`src/rtl/cpu6_ifetch_if.sv`:
```
// cpu6_ifetch_if: instruction-memory request/ack bus between the fetch unit and memory
interface cpu6_ifetch_if;
    logic        ifu_req;
    logic [31:0] ifu_addr;
    logic        ifu_ack;
    logic [31:0] ifu_rdata;

    modport master (output ifu_req, output ifu_addr, input ifu_ack, input ifu_rdata);
    modport slave  (input ifu_req, input ifu_addr, output ifu_ack, output ifu_rdata);
endinterface

```
`src/rtl/cpu6_ifetch.sv`:
```
// cpu6_ifetch: fetch stage issuing one request at a time, with stall and execute-stage redirects
module cpu6_ifetch #(
    parameter logic [31:0] RESET_PC = 32'h0000_0000
) (
    input  logic                  clk,
    input  logic                  resetn,
    input  logic                  stallF,
    input  logic                  pcsrcE,
    input  logic [31:0]           branchtargetE,
    cpu6_ifetch_if.master         bus,
    output logic [31:0]           instrD,
    output logic [31:0]           pcD,
    output logic                  validD
);
    typedef enum logic [1:0] {IDLE, REQ, HOLD} state_t;

    state_t      state_q, state_d;
    logic [31:0] pc_q, pc_d;
    logic        kill_q, kill_d;
    logic [31:0] tgt_q, tgt_d;
    logic [31:0] instr_q, instr_d;
    logic [31:0] pcd_q, pcd_d;
    logic        valid_q, valid_d;
    logic [31:0] redirect;

    assign redirect      = {branchtargetE[31:2], 2'b00};
    assign bus.ifu_req   = (state_q == REQ);
    assign bus.ifu_addr  = pc_q;
    assign instrD        = instr_q;
    assign pcD           = pcd_q;
    assign validD        = valid_q;

    // next state: a redirect always beats a stall; an in-flight request is never altered, only marked killed
    always_comb begin
        state_d = state_q;
        pc_d    = pc_q;
        kill_d  = kill_q;
        tgt_d   = tgt_q;
        instr_d = instr_q;
        pcd_d   = pcd_q;
        valid_d = 1'b0;
        case (state_q)
            IDLE: begin
                pc_d    = pcsrcE ? redirect : pc_q;
                state_d = (pcsrcE || !stallF) ? REQ : HOLD;
            end
            REQ: begin
                if (bus.ifu_ack) begin
                    if (kill_q || pcsrcE) begin
                        pc_d   = pcsrcE ? redirect : tgt_q;
                        kill_d = 1'b0;
                    end else begin
                        instr_d = bus.ifu_rdata;
                        pcd_d   = pc_q;
                        valid_d = 1'b1;
                        pc_d    = pc_q + 32'd4;
                        state_d = stallF ? HOLD : REQ;
                    end
                end else if (pcsrcE) begin
                    kill_d = 1'b1;
                    tgt_d  = redirect;
                end
            end
            HOLD: begin
                pc_d    = pcsrcE ? redirect : pc_q;
                state_d = (pcsrcE || !stallF) ? REQ : HOLD;
            end
            default: state_d = IDLE;
        endcase
    end

    // state register; reset abandons any outstanding request
    always_ff @(posedge clk) begin
        if (!resetn) begin
            state_q <= IDLE;
            pc_q    <= RESET_PC;
            kill_q  <= 1'b0;
            tgt_q   <= 32'h0;
            instr_q <= 32'h0;
            pcd_q   <= 32'h0;
            valid_q <= 1'b0;
        end else begin
            state_q <= state_d;
            pc_q    <= pc_d;
            kill_q  <= kill_d;
            tgt_q   <= tgt_d;
            instr_q <= instr_d;
            pcd_q   <= pcd_d;
            valid_q <= valid_d;
        end
    end
endmodule

```
`src/flat_wrapper.sv`:
```
// flat-port wrapper written by rule: the top's interface ports become plain ports
module cpu6_ifetch_flat 
#(
    parameter logic [31:0] RESET_PC = 32'h0000_0000
)
  (clk, resetn, stallF, pcsrcE, branchtargetE, instrD, pcD, validD, bus_ifu_req, bus_ifu_addr, bus_ifu_ack, bus_ifu_rdata);
  cpu6_ifetch_if bus_i ();
  input  logic clk;
  input  logic resetn;
  input  logic stallF;
  input  logic pcsrcE;
  input  logic [31:0] branchtargetE;
  output logic [31:0] instrD;
  output logic [31:0] pcD;
  output logic validD;
  output wire logic [$bits(bus_i.ifu_req)-1:0] bus_ifu_req;
  output wire logic [$bits(bus_i.ifu_addr)-1:0] bus_ifu_addr;
  input wire logic [$bits(bus_i.ifu_ack)-1:0] bus_ifu_ack;
  input wire logic [$bits(bus_i.ifu_rdata)-1:0] bus_ifu_rdata;
  assign bus_ifu_req = bus_i.ifu_req;
  assign bus_ifu_addr = bus_i.ifu_addr;
  assign bus_i.ifu_ack = bus_ifu_ack;
  assign bus_i.ifu_rdata = bus_ifu_rdata;
  cpu6_ifetch #(.RESET_PC(RESET_PC)) u_core (.clk(clk), .resetn(resetn), .stallF(stallF), .pcsrcE(pcsrcE), .branchtargetE(branchtargetE), .bus(bus_i), .instrD(instrD), .pcD(pcD), .validD(validD));
endmodule
```
`config.mk`:
```
export PLATFORM = sky130hd
export DESIGN_NAME = cpu6_ifetch_flat
export DESIGN_NICKNAME = d
export VERILOG_FILES = /design/src/rtl/cpu6_ifetch_if.sv /design/src/rtl/cpu6_ifetch.sv /design/src/flat_wrapper.sv
export SDC_FILE = /design/constraint.sdc
export NUM_CORES = 1
export LEC_CHECK = 0
export BUFFER_PORTS_ARGS = -buffer_cell sky130_fd_sc_hd__buf_2
export CAP_MARGIN = 25
export CORE_MARGIN = 5
export CORE_UTILIZATION = 40
export CTS_CLUSTER_SIZE = 25
export DETAILED_ROUTE_END_ITERATION = 6
export SYNTH_ARGS = -nofsm -noshare
export SYNTH_HDL_FRONTEND = slang
export SYNTH_SLANG_ARGS = --single-unit
export TNS_END_PERCENT = 1
```
`constraint.sdc`:
```
create_clock -name clk -period 2.2 [get_ports clk]
set_clock_uncertainty 0.15 [all_clocks]
set_input_delay 0.55 -clock clk [delete_from_list [all_inputs] [get_ports clk]]
set_output_delay 0.55 -clock clk [all_outputs]
set_load 0.02 [all_outputs]
```
# [After elaboration in Yosys (flattened, before gate mapping)]
# Index checks and enable logic that the tools add are counted.
[classes] add_sub_neg=1 n_eq_ne=6 mux=14 n_bitwise=2 n_reduce_logical=13
[op_table] cell="$mux 32" count=4
[op_table] cell="$pmux 32 s2" count=1
[op_table] cell="$add 32x3->32 const B" count=1
[op_table] cell="$reduce_and 3->1" count=4
[op_table] cell="$mux 2" count=4
[op_table] cell="$ne 2x1->1 const B" count=3
[op_table] cell="$mux 1" count=4
[op_table] cell="$pmux 2 s2" count=1
[op_table] cell="$reduce_and 2->1" count=2
[op_table] cell="$reduce_bool 2->1" count=2
[op_table] cell="$eq 2x1->1 const B" count=1
[op_table] cell="$eq 2x2->1 const B" count=1
[op_table] cell="$logic_not 2->1" count=1
[op_table] cell="$logic_or 1x1->1" count=2
[op_table] cell="$ne 2x2->1 const B" count=1
[op_table] cell="$not 1->1" count=2
[op_table] cell="$reduce_or 2->1" count=1
[op_table] cell="$logic_not 1->1" count=1
[word_totals] register_bits=132 inputBits=69

# [Longest topological paths before layout]
# Gate-level depths: netlist of the first run.
[logic_depth] depth_word=4 mapped_depth=9

# [Least setup slack after synthesis of the first run]
# Ideal clock, no wire load.
[synth_timing] path_type="register -> register" start="register u_core.pc_q[2] (netlist: u_core.bus.ifu_addr[2])" end="register u_core.pc_q[18] (netlist: u_core.bus.ifu_addr[18])" t_arrival_ns=2.011 required_ns=1.992 setup_slack_ns=-0.019 stages_incl_launch_ff=7 cell_sequence="dfxtp_1 ha_1 nand3_2 or3_4 or4_1 a31oi_1 a41o_2"
[synth_via] elab_chain_cells=4
[synth_rtl] item="from (decl)" line_no="cpu6_ifetch.sv:18" rtl="logic [31:0] pc_q, pc_d;"
[synth_rtl] item="from (signal assigned)" line_no="cpu6_ifetch.sv:84" rtl="pc_q <= pc_d;"
[synth_rtl] item="$add 32x3->32" line_no="cpu6_ifetch.sv:56" rtl="pc_d = pc_q + 32'd4;"
[synth_rtl] item="$mux 32" line_no="cpu6_ifetch.sv:49" rtl="if (kill_q || pcsrcE) begin"
[synth_rtl] item="$mux 32" line_no="cpu6_ifetch.sv:48" rtl="if (bus.ifu_ack) begin"
[synth_rtl] item="$pmux 32 s2" line_no="cpu6_ifetch.sv:42" rtl="case (state_q)"
# Every way passes these cells. The select of a mux whose other input is x is not followed.
# A chain may end at the register's enable or synchronous reset.

# [Worst setup path in the final report of the first run]
# Same ends and word-level chain as after synthesis.

==> flow_summary.ini, run 1 <==
[status]
status = finished clean

[synth]
synth_cells = 767
ys_top_cells_by_count = nand2_1 (242), a21oi_1 (132), dfxtp_1 (132)
synth-edff-count = 0
yosys.cell_types.count = 53
synth_ff_type = dfxtp_1
avgSynthCellArea_sq_um = 7.53
synth_nets = 837
synth_area_leaders = dfxtp_1 (46%), nand2_1 (16%), a21oi_1 (11%)
yosysTopAreaCell = dfxtp_1
yosysMostFrequentCell = nand2_1
synth_sequential_area_ratio_pct = 45.7
syn_area_sq_um = 5780
async_flop_share_pct = 0
synth_top_cell_area_share_pct = 45.7
ys_warn_count = 0
synth-seq-cells = 132

[floorplan]
die_w_um = 130
initial_utilization_pct = 40.2
die_y_um = 130
die_area_sq_um = 16900
core_sq_um = 14400
rows = 44
io_pins = 167

[sta]
hold_violations = 0
slew_headroom_pct = 72.5
postLayoutSetupSlackWorst_ns = 0.101
fin_crit_ns = 2.10
final_max_slew_viol_count = 0
setup_tns_ns = 0
tightest_slew_ns = 0.408
period_share_pct = 95.4
max_freq_mhz = 476
rsz0062_at_grt = false
setup-violations-final = 0

[setup_path]
required_ns = 2.43
crit_fanout = 4
end_kind = register
start_kind = register
cp_cell_sequence = ha_1, nand3_2, or3_4, or4_1, a31oi_1, a41o_2
cpMaxStageDelayCell = or4_1
critPathKind = reg2reg
slowest_delay_ns = 0.47
cp.arrival_ns = 2.32

[drt]
drtIter0Drc = 447
firstDrtPassIters = 5
vias = 6121
wl_per_cell_um = 16.4
drc_errors = 0
ant_nets = 0
vias_per_cell = 5.31
wl_um = 18900

[place]
port_buffers = 164
post-place-cells = 1123
dp_hpwl_um = 13500
post_dp_cell_area_sq_um = 7200
dp_slack_ns = 0.0509
place_congestion = 0.884

[finish]
drive_gt1_share_pct = 28.5
diodes = 0
areaGrowthSynthToFinish_pct = 35.0
fin_cells = 1153
finalNetCount = 1028
final_area_sq_um = 7800

[cts]
clock_latency_ns = 0.43
htreeDepth = 4
root_buffer = clkbuf_16
clockBufferDepth = 2
cts_tree = done
cts.clk_slew.worst_paths_ns = 0.05
cts_buffers = 17
clock-sinks = 132
hold_buffers = 0

[grt]
grt_pass1_vias = 5551
grt-ovfl-total = 0
grt_pass1_wl_um = 29300
track_usage_pct = 22.2
antenna_found_initial = 0
grt_max_degree = 61

[power]
ir_worst_vdd_mv = 0.574
cellInternalPower_mw = 4.63
power_frac_comb_pct = 13.7
power.density_nw_per_um2 = 804
clock_power_share_pct = 45.5
leakage_nw = 3.32
netSwitchingFraction_pct = 26.1
seqPwrFrac_pct = 40.9
p_sw_mw = 1.63

[flow_run]
drv_cap = 0

[worst_hold_path]
min_path_type = in2reg
==> routing by layer <==
layer  track usage, %  part of all wire (%)  vias up  wire, um
met2             35.2                    46      194      8760
li1                 -                     -     3053         -
met5                0                     0        -         0
met1             29.7                    45     2851      8470
met4             7.95                   1.7        0       314
met3             4.95                   7.3       23      1390
==> critical path, delay by kind of cell, from the launching register on <==
kind                     cells  cell delay (ns)
adder cells (fa/ha/maj)      1             0.20
AND/OR/NAND/NOR              3             1.03
AO/OA/AOI/OAI                2             0.34
flip-flops                   1             0.33
==> worst paths after layout <==
kind                                        from                              endpoint  slack, ns  depth (start not counted)
max          u_core.bus.ifu_addr[2]$_SDFFE_PN0P_  u_core.bus.ifu_addr[18]$_SDFFE_PN0P_       0.10                          6
min                                       stallF        u_core.state_q[0]$_SDFFE_PN0P_       0.19                          2
max reg2reg  u_core.bus.ifu_addr[2]$_SDFFE_PN0P_  u_core.bus.ifu_addr[18]$_SDFFE_PN0P_       0.10                          6
min reg2reg           u_core.pcD[3]$_SDFFE_PN0P_            u_core.pcD[3]$_SDFFE_PN0P_       0.30                          2
==> flip-flops by register name, indices dropped and copies added (netlist names) <==
register and flops:
u_core.state_q 2, u_core.bus.ifu_addr 32, u_core.pcD 32, u_core.kill_q 1
u_core.validD 1, u_core.instrD 32, u_core.tgt_q 32
==> power by group through the flow <==
| stage | Clock (mW) | Combinational (mW) | Sequential (mW) |
|---|---|---|---|
| after global placement | 0 | 0.853 | 2.61 |
| after CTS | 2.90 | 0.861 | 2.56 |
| final | 2.85 | 0.858 | 2.56 |
| after global routing | 3.00 | 0.937 | 2.57 |
| after detailed placement | 0 | 0.856 | 2.61 |
| after floorplan | 0 | 0.354 | 2.71 |
==> repair_timing <==
item                       4_1_cts  5_1_grt
gates cloned                     0        0
gates resized for setup          1        1
setup endpoints to repair        1        1
buffers inserted                 0        0
==> final cells by class <==
class,instances,area (sq um)
timing repair buffer,231,1420
sequential,132,2650
inverter,4,16.3
multi-input combinational,572,2890
tap,184,230
clock inverter,10,133
fill,1427,6570
clock buffer,20,457
==> cell families after synthesis <==
| kind of cell | after synthesis | share of synthesized area (%) |
|---|---|---|
| compound gates | 204 | 20.5 |
| fa+ha+maj | 1 | 0.217 |
| buf+inv | 63 | 4.46 |
| flops | 132 | 45.7 |
| mux | 8 | 1.39 |
| simple gates | 359 | 27.7 |
==> cells in the final DEF (no fill, tap or decap), types with 3 or more instances in the layout <==
master	n
dfxtp_2	3
bufinv_16	3
a21oi_1	132
a211oi_1	3
nor2_1	21
o211ai_1	11
nand2_1	241
clkinv_2	6
o311ai_0	5
nand4_1	15
a31oi_1	5
clkbuf_16	17
inv_1	3
nor3_1	7
nand2b_1	3
o22ai_1	11
buf_12	8
buf_4	59
nand3_1	31
mux2i_1	8
or4_1	3
buf_2	164
a32o_1	3
o21ai_0	16
dfxtp_1	129
and3_1	12
and4_1	6
==> per-stage QoR <==
step	hold WS [ns]	util (%)	power, mW
after floorplan	0.282	-	3.06
after global placement	0.290	50.1	3.46
after detailed placement	0.294	50.1	3.47
after CTS	0.182	54.3	6.32
after global routing	0.192	54.3	6.51
final	0.187	54.3	6.27
Note: power is estimated with default switching activity, not from simulation.
==> run 2, diff against run 1 <==
--- a/config.mk
+++ b/config.mk
@@ -5,10 +5,12 @@
 export SDC_FILE = /design/constraint.sdc
 export NUM_CORES = 1
 export LEC_CHECK = 0
+export ABC_CLOCK_PERIOD_IN_PS = 2400
 export BUFFER_PORTS_ARGS = -buffer_cell sky130_fd_sc_hd__buf_2
 export CAP_MARGIN = 25
 export CORE_MARGIN = 5
 export CORE_UTILIZATION = 40
+export CTS_BUF_LIST = sky130_fd_sc_hd__clkbuf_8
 export CTS_CLUSTER_SIZE = 25
 export DETAILED_ROUTE_END_ITERATION = 6
 export SYNTH_ARGS = -nofsm -noshare
==> constraint.sdc (replaced) <==
create_clock -name clk -period 2.4 [get_ports clk]
set_clock_uncertainty 0.15 [all_clocks]
set_input_delay 0.6 -clock clk [delete_from_list [all_inputs] [get_ports clk]]
set_output_delay 0.6 -clock clk [all_outputs]
set_load 0.02 [all_outputs]
==> run 2 against run 1 <==
Net effect: non-clock buffer count fell by 10; register-to-register slack better by 0.15 ns; worst setup slack better by 0.0022 ns; final cell count down 0.69%; design area decreased by 3.1%; routed wire length shrank 1.5%; die area did not move; global-route usage decreased by 0.37 points; count of clock-buffer cells in the layout fell by 3; clock power shrank 24%; highest routed layer unchanged.
==> flow_summary.ini, run 2 (synthesis gave the netlist of run 1 again) <==
[status]
status = finished clean

[drt]
ant_nets = 0
drc_errors = 0
vias = 6077
firstDrtPassIters = 5
vias_per_cell = 5.31
wl_um = 18700
wl_per_cell_um = 16.3
drtIter0Drc = 490

[setup_path]
cp.arrival_ns = 1.55
r2r-start = u_core.bus.ifu_addr[5]$_SDFFE_PN0P_
critPathKind = reg2out
required_ns = 1.65
critPathLaunch = u_core.state_q[0]$_SDFFE_PN0P_
end_kind = output port
crit_fanout = 12
r2r_setup_slack_ns = 0.25
rr_worst_depth = 5
r2r-end = u_core.bus.ifu_addr[18]$_SDFFE_PN0P_
start_kind = register
crit_end = bus_ifu_req

[finish]
diodes = 0
finalNetCount = 1018
areaGrowthSynthToFinish_pct = 30.8
layout_commonest_cell = nand2_1
drive_gt1_share_pct = 27.6
final_cell_mix = nand2_1 (241), buf_2 (164), a21oi_1 (132), dfxtp_1 (132), buf_4 (52)
final_area_sq_um = 7550
fin_cells = 1145

[power]
seqPwrFrac_pct = 44.6
ir_worst_vdd_mv = 0.404
power.density_nw_per_um2 = 698
leakage_nw = 3.18
p_sw_mw = 1.47
netSwitchingFraction_pct = 27.9
cellInternalPower_mw = 3.80
power_frac_comb_pct = 14.2
clock_power_share_pct = 41.3

[floorplan]
rows = 44
die_y_um = 130
core_sq_um = 14400
initial_utilization_pct = 40.2
io_pins = 167
die_area_sq_um = 16900
die_w_um = 130

[cts]
htreeDepth = 4
cts_setup_buffers = 0
root_buffer = clkbuf_8
clock_latency_ns = 0.45
clock-sinks = 132
cts_buffers = 17
cts_resized = 0
clockBufferDepth = 2
cts_tree = done
hold_buffers = 0
cts.clk_slew.worst_paths_ns = 0.08

[place]
dp_hpwl_um = 13500
dp_slack_ns = 0.120
place_congestion = 0.847
post-place-cells = 1113
port_buffers = 164
post_dp_cell_area_sq_um = 7090

[sta]
max_freq_mhz = 435
final_max_slew_viol_count = 0
tightest_slew_ns = 0.415
postLayoutSetupSlackWorst_ns = 0.103
fin_crit_ns = 2.30
hold_violations = 0
setup-violations-final = 0
rsz0062_at_grt = false
setup_tns_ns = 0
period_share_pct = 95.7
slew_headroom_pct = 72.0

[grt]
grt_pass1_wl_um = 29000
grt_max_degree = 44
antenna_found_initial = 0
grt_pass1_vias = 5446
track_usage_pct = 21.8
grt-ovfl-total = 0

[worst_hold_path]
min_path_type = in2reg

[flow_run]
drv_cap = 0
-- run 2: worst min-delay path by stage --
| stage | from | cells past startpoint | to |
|---|---|---|---|
| floorplan | u_core.tgt_q[10]$_SDFFE_PN0P_ | 2 | u_core.tgt_q[10]$_SDFFE_PN0P_ |
| global placement | u_core.instrD[4]$_SDFFE_PN0P_ | 2 | u_core.instrD[4]$_SDFFE_PN0P_ |
| detailed placement | u_core.instrD[8]$_SDFFE_PN0P_ | 2 | u_core.instrD[8]$_SDFFE_PN0P_ |
| CTS | stallF | 2 | u_core.state_q[0]$_SDFFE_PN0P_ |
| global route | bus_ifu_rdata[31] | 3 | u_core.instrD[31]$_SDFFE_PN0P_ |
| finish | stallF | 2 | u_core.state_q[0]$_SDFFE_PN0P_ |
-- run 2: worst max-delay path, stage by stage (launching register included) --
cell     delay (ns)
dfxtp_1        0.52
nor2b_1        0.35
buf_2          0.23
-- run 2: final cells by class --
| class | instances | area (sq um) |
|---|---|---|
| clock buffer | 17 | 234 |
| timing repair buffer | 221 | 1310 |
| inverter | 4 | 16.3 |
| sequential | 132 | 2640 |
| fill | 1452 | 6820 |
| clock inverter | 15 | 230 |
| multi-input combinational | 572 | 2890 |
| tap | 184 | 230 |
-- run 2: power groups by stage --
| stage | Sequential, mW | Clock (mW) | Combinational [mW] |
|---|---|---|---|
| 2_1_floorplan | 2.48 | 0 | 0.325 |
| 3_3_place_gp | 2.40 | 0 | 0.750 |
| 3_5_place_dp | 2.40 | 0 | 0.749 |
| 4_1_cts | 2.35 | 2.22 | 0.751 |
| 5_1_grt | 2.36 | 2.33 | 0.818 |
| 6_report | 2.35 | 2.18 | 0.748 |
-- run 2: through the flow --
step / hold slack, ns / total power, mW / utilization [%]
floorplan: 0.282 / 2.81 / -
detailed placement: 0.293 / 3.15 / 49.3
global route: 0.185 / 5.51 / 52.6
global placement: 0.290 / 3.15 / 49.3
CTS: 0.182 / 5.32 / 52.6
finish: 0.215 / 5.27 / 52.6
-- run 2: per-layer routing --
layer  global-route usage, %  up-vias  part of all wire (%)
li1                        -     3032                     -
met1                    29.7     2827                    44
met2                    34.0      207                    47
met3                    6.79       11                   8.5
met4                    4.83        0                  0.75
met5                       0        -                     0
==> run 3, diff against run 2 <==
--- a/config.mk
+++ b/config.mk
@@ -5,6 +5,7 @@
 export SDC_FILE = /design/constraint.sdc
 export NUM_CORES = 1
 export LEC_CHECK = 0
+export ABC_AREA = 1
 export ABC_CLOCK_PERIOD_IN_PS = 2400
 export BUFFER_PORTS_ARGS = -buffer_cell sky130_fd_sc_hd__buf_2
 export CAP_MARGIN = 25
==> run 3 against run 2 <==
Net effect: worst setup slack better by 0.21 ns; first-iteration DRC count decreased by 17%; worst hold slack gained 0.016 ns; sequential cell count unchanged; count of clock-buffer cells in the layout grew 3; design area up 1.2%; clock power decreased by 6%; synthesized area increased by 8.9%; fmax grew 10%; largest cell class unchanged; highest routed layer unchanged.
==> flow_summary.ini, run 3 <==
[status]
status = finished clean

[sta]
holdWs_ns = 0.231
slew_headroom_pct = 46.1
hold_violations = 0
period_share_pct = 87.1
tightest_slew_ns = 0.808
setup_tns_ns = 0
setup-violations-final = 0
max_freq_mhz = 479
final_max_slew_viol_count = 0
rsz0062_at_grt = false
fin_crit_ns = 2.09

[setup_path]
cp_cell_sequence = inv_2, nor2_4, buf_2
r2r_setup_slack_ns = 0.40
critPathKind = reg2out
cpMaxStageDelayCell = dfxtp_1
end_kind = output port
r2r-end = u_core.bus.ifu_addr[22]$_SDFFE_PN0P_
required_ns = 1.65
crit_fanout = 6
crit_family = flip-flops
r2r-start = u_core.bus.ifu_addr[3]$_SDFFE_PN0P_
start_kind = register
rr_worst_depth = 8
cp.arrival_ns = 1.34
slowest_delay_ns = 0.48
critPathBufInv = 2

[finish]
fin_cells = 1276
finalNetCount = 1122
layout_commonest_cell = buf_2
fill_cells = 1628
final_util_pct = 49.9
areaGrowthSynthToFinish_pct = 21.5
final_cell_mix = buf_2 (164), nand2_1 (158), nor2_1 (144)
diodes = 0
drive_gt1_share_pct = 23.2

[synth]
yosys.area_share.simple_pct = 24.0
yosysMostFrequentCell = nand2_1
ys_top_cells_by_count = nand2_1 (158), nor2_1 (144), o21ai_0 (139)
synth_top_cell_area_share_pct = 42.0
yosys.cell_types.count = 31
synthAdderAreaFrac_pct = 0.199
syn_area_sq_um = 6290
synth-edff-count = 0
ys_warn_count = 0
synth_nets = 979
avgSynthCellArea_sq_um = 6.92
synth_ff_type = dfxtp_1
muxShareOfSynthArea_pct = 0.318
synth_sequential_area_ratio_pct = 42.0
synth_top_family_by_area = simple AND/OR/NAND/NOR gates
async_flop_share_pct = 0
yosysTopAreaCell = dfxtp_1
synth_area_leaders = dfxtp_1 (42%), o21ai_0 (11%), nand2_1 (9.4%)
synth_compound_area_share_pct = 23.6
synth_xor_area_share_pct = 0.139
synth_cells = 909
synth-seq-cells = 132

[drt]
firstDrtPassIters = 4
wl_um = 18500
wl_per_cell_um = 14.5
drc_errors = 0
vias = 6330
ant_nets = 0
vias_per_cell = 4.96
drtIter0Drc = 408

[place]
dp_hpwl_um = 13100
post-place-cells = 1244
port_buffers = 164
place_congestion = 0.875

[flow_run]
drv_cap = 0

[worst_hold_path]
hp-start = bus_ifu_rdata[6]
min_path_type = in2reg
min_to = u_core.instrD[6]$_SDFFE_PN0P_
hold_depth = 3

[floorplan]
die_y_um = 135
rows = 45
die_w_um = 135
initial_utilization_pct = 41.1
die_area_sq_um = 18300
core_sq_um = 15300
io_pins = 167

[cts]
clock_latency_ns = 0.44
cts_tree = done
cts.clk_slew.worst_paths_ns = 0.08
htreeDepth = 4
root_buffer = clkbuf_8
hold_buffers = 0
clockBufferDepth = 2
cts_buffers = 17
cts_resized = 0
clock-sinks = 132
cts_setup_buffers = 0

[grt]
antenna_found_initial = 0
grt-ovfl-total = 0
grt_pass1_wl_um = 29400
track_usage_pct = 20.0
grt_pass1_vias = 5802
grt_max_degree = 87

[power]
power.density_nw_per_um2 = 709
ir_worst_vdd_mv = 0.387
leakage_nw = 3.48
[run 3: cell count changes in the layout (fill, tap and decap cells not counted), moves of 10 or more]
cell / delta
inv_1: +69
nor2_1: +123
a21oi_1: -42
o21ai_0: +123
o21ai_1: +19
o22ai_1: -10
nand2_1: -83
nand4_1: -11
a21oi_2: +16
and3_1: -12
buf_4: -41
[run 3: kinds of logic after synthesis]
kind of cell / after synthesis
muxes: 2
DFF: 132
buffers and inverters: 131
AOI/OAI and AO/OA: 279
xor gates and xnor gates: 1
and+or+nand+nor: 363
adders and majority gates: 1
[run 3: worst register-to-register path, stage by stage (launching register included)]
cell and delay (ns):
dfxtp_1 0.46, ha_1 0.21, nand2_1 0.08, nor2_2 0.19, nand2_2 0.15, nor2_1 0.32
nand3_1 0.12, nand3_1 0.13, a21oi_1 0.08
[run 3: power breakdown]
group | total (mW) | leakage (nW) | internal, mW | switching (mW)
clock | 2.06 | 0.231 | 1.20 | 0.857
combinational | 0.897 | 2.17 | 0.299 | 0.598
sequential | 2.47 | 1.08 | 2.34 | 0.134
total | 5.42 | 3.48 | 3.83 | 1.59
[run 3: final cells by class]
type / count / area [sq um] / area share, %
clock buffer: 20 / 275 / 3.60
clock inverter: 12 / 160 / 2.09
inverter: 76 / 285 / 3.73
multi-input combinational: 646 / 3040 / 39.7
sequential: 132 / 2640 / 34.6
tap: 211 / 264 / 3.45
timing repair buffer: 179 / 983 / 12.9
[run 3: per-stage QoR]
stage / cell area [sq um] / setup WS, ns / power (mW)
final: 7650 / 0.311 / 5.42
after detailed placement: 7210 / 0.310 / 3.42
after CTS: 7650 / 0.284 / 5.47
after global placement: 7210 / 0.314 / 3.41
after global routing: 7650 / 0.171 / 5.69
after floorplan: 6290 / 0.634 / 3.08
[run 3: per-layer routing]
layer / share of wire, % / global-route usage, %
met4: 1.7 / 5.38
met5: 0 / 0
met2: 48 / 32.5
met1: 44 / 25.9
met3: 6.4 / 5.91
[run 3: worst max path at each step]
stage | startpoint | endpoint | slack [ns] | depth (start not counted)
final | u_core.state_q[0]$_SDFFE_PN0P_ | bus_ifu_req | 0.31 | 3
after global routing | u_core.bus.ifu_addr[3]$_SDFFE_PN0P_ | u_core.bus.ifu_addr[26]$_SDFFE_PN0P_ | 0.17 | 8
after CTS | u_core.state_q[0]$_SDFFE_PN0P_ | bus_ifu_req | 0.28 | 3
after detailed placement | pcsrcE | u_core.pcD[12]$_SDFFE_PN0P_ | 0.31 | 7
after global placement | pcsrcE | u_core.instrD[15]$_SDFFE_PN0P_ | 0.31 | 7
after floorplan | pcsrcE | u_core.pcD[14]$_SDFFE_PN0P_ | 0.63 | 9
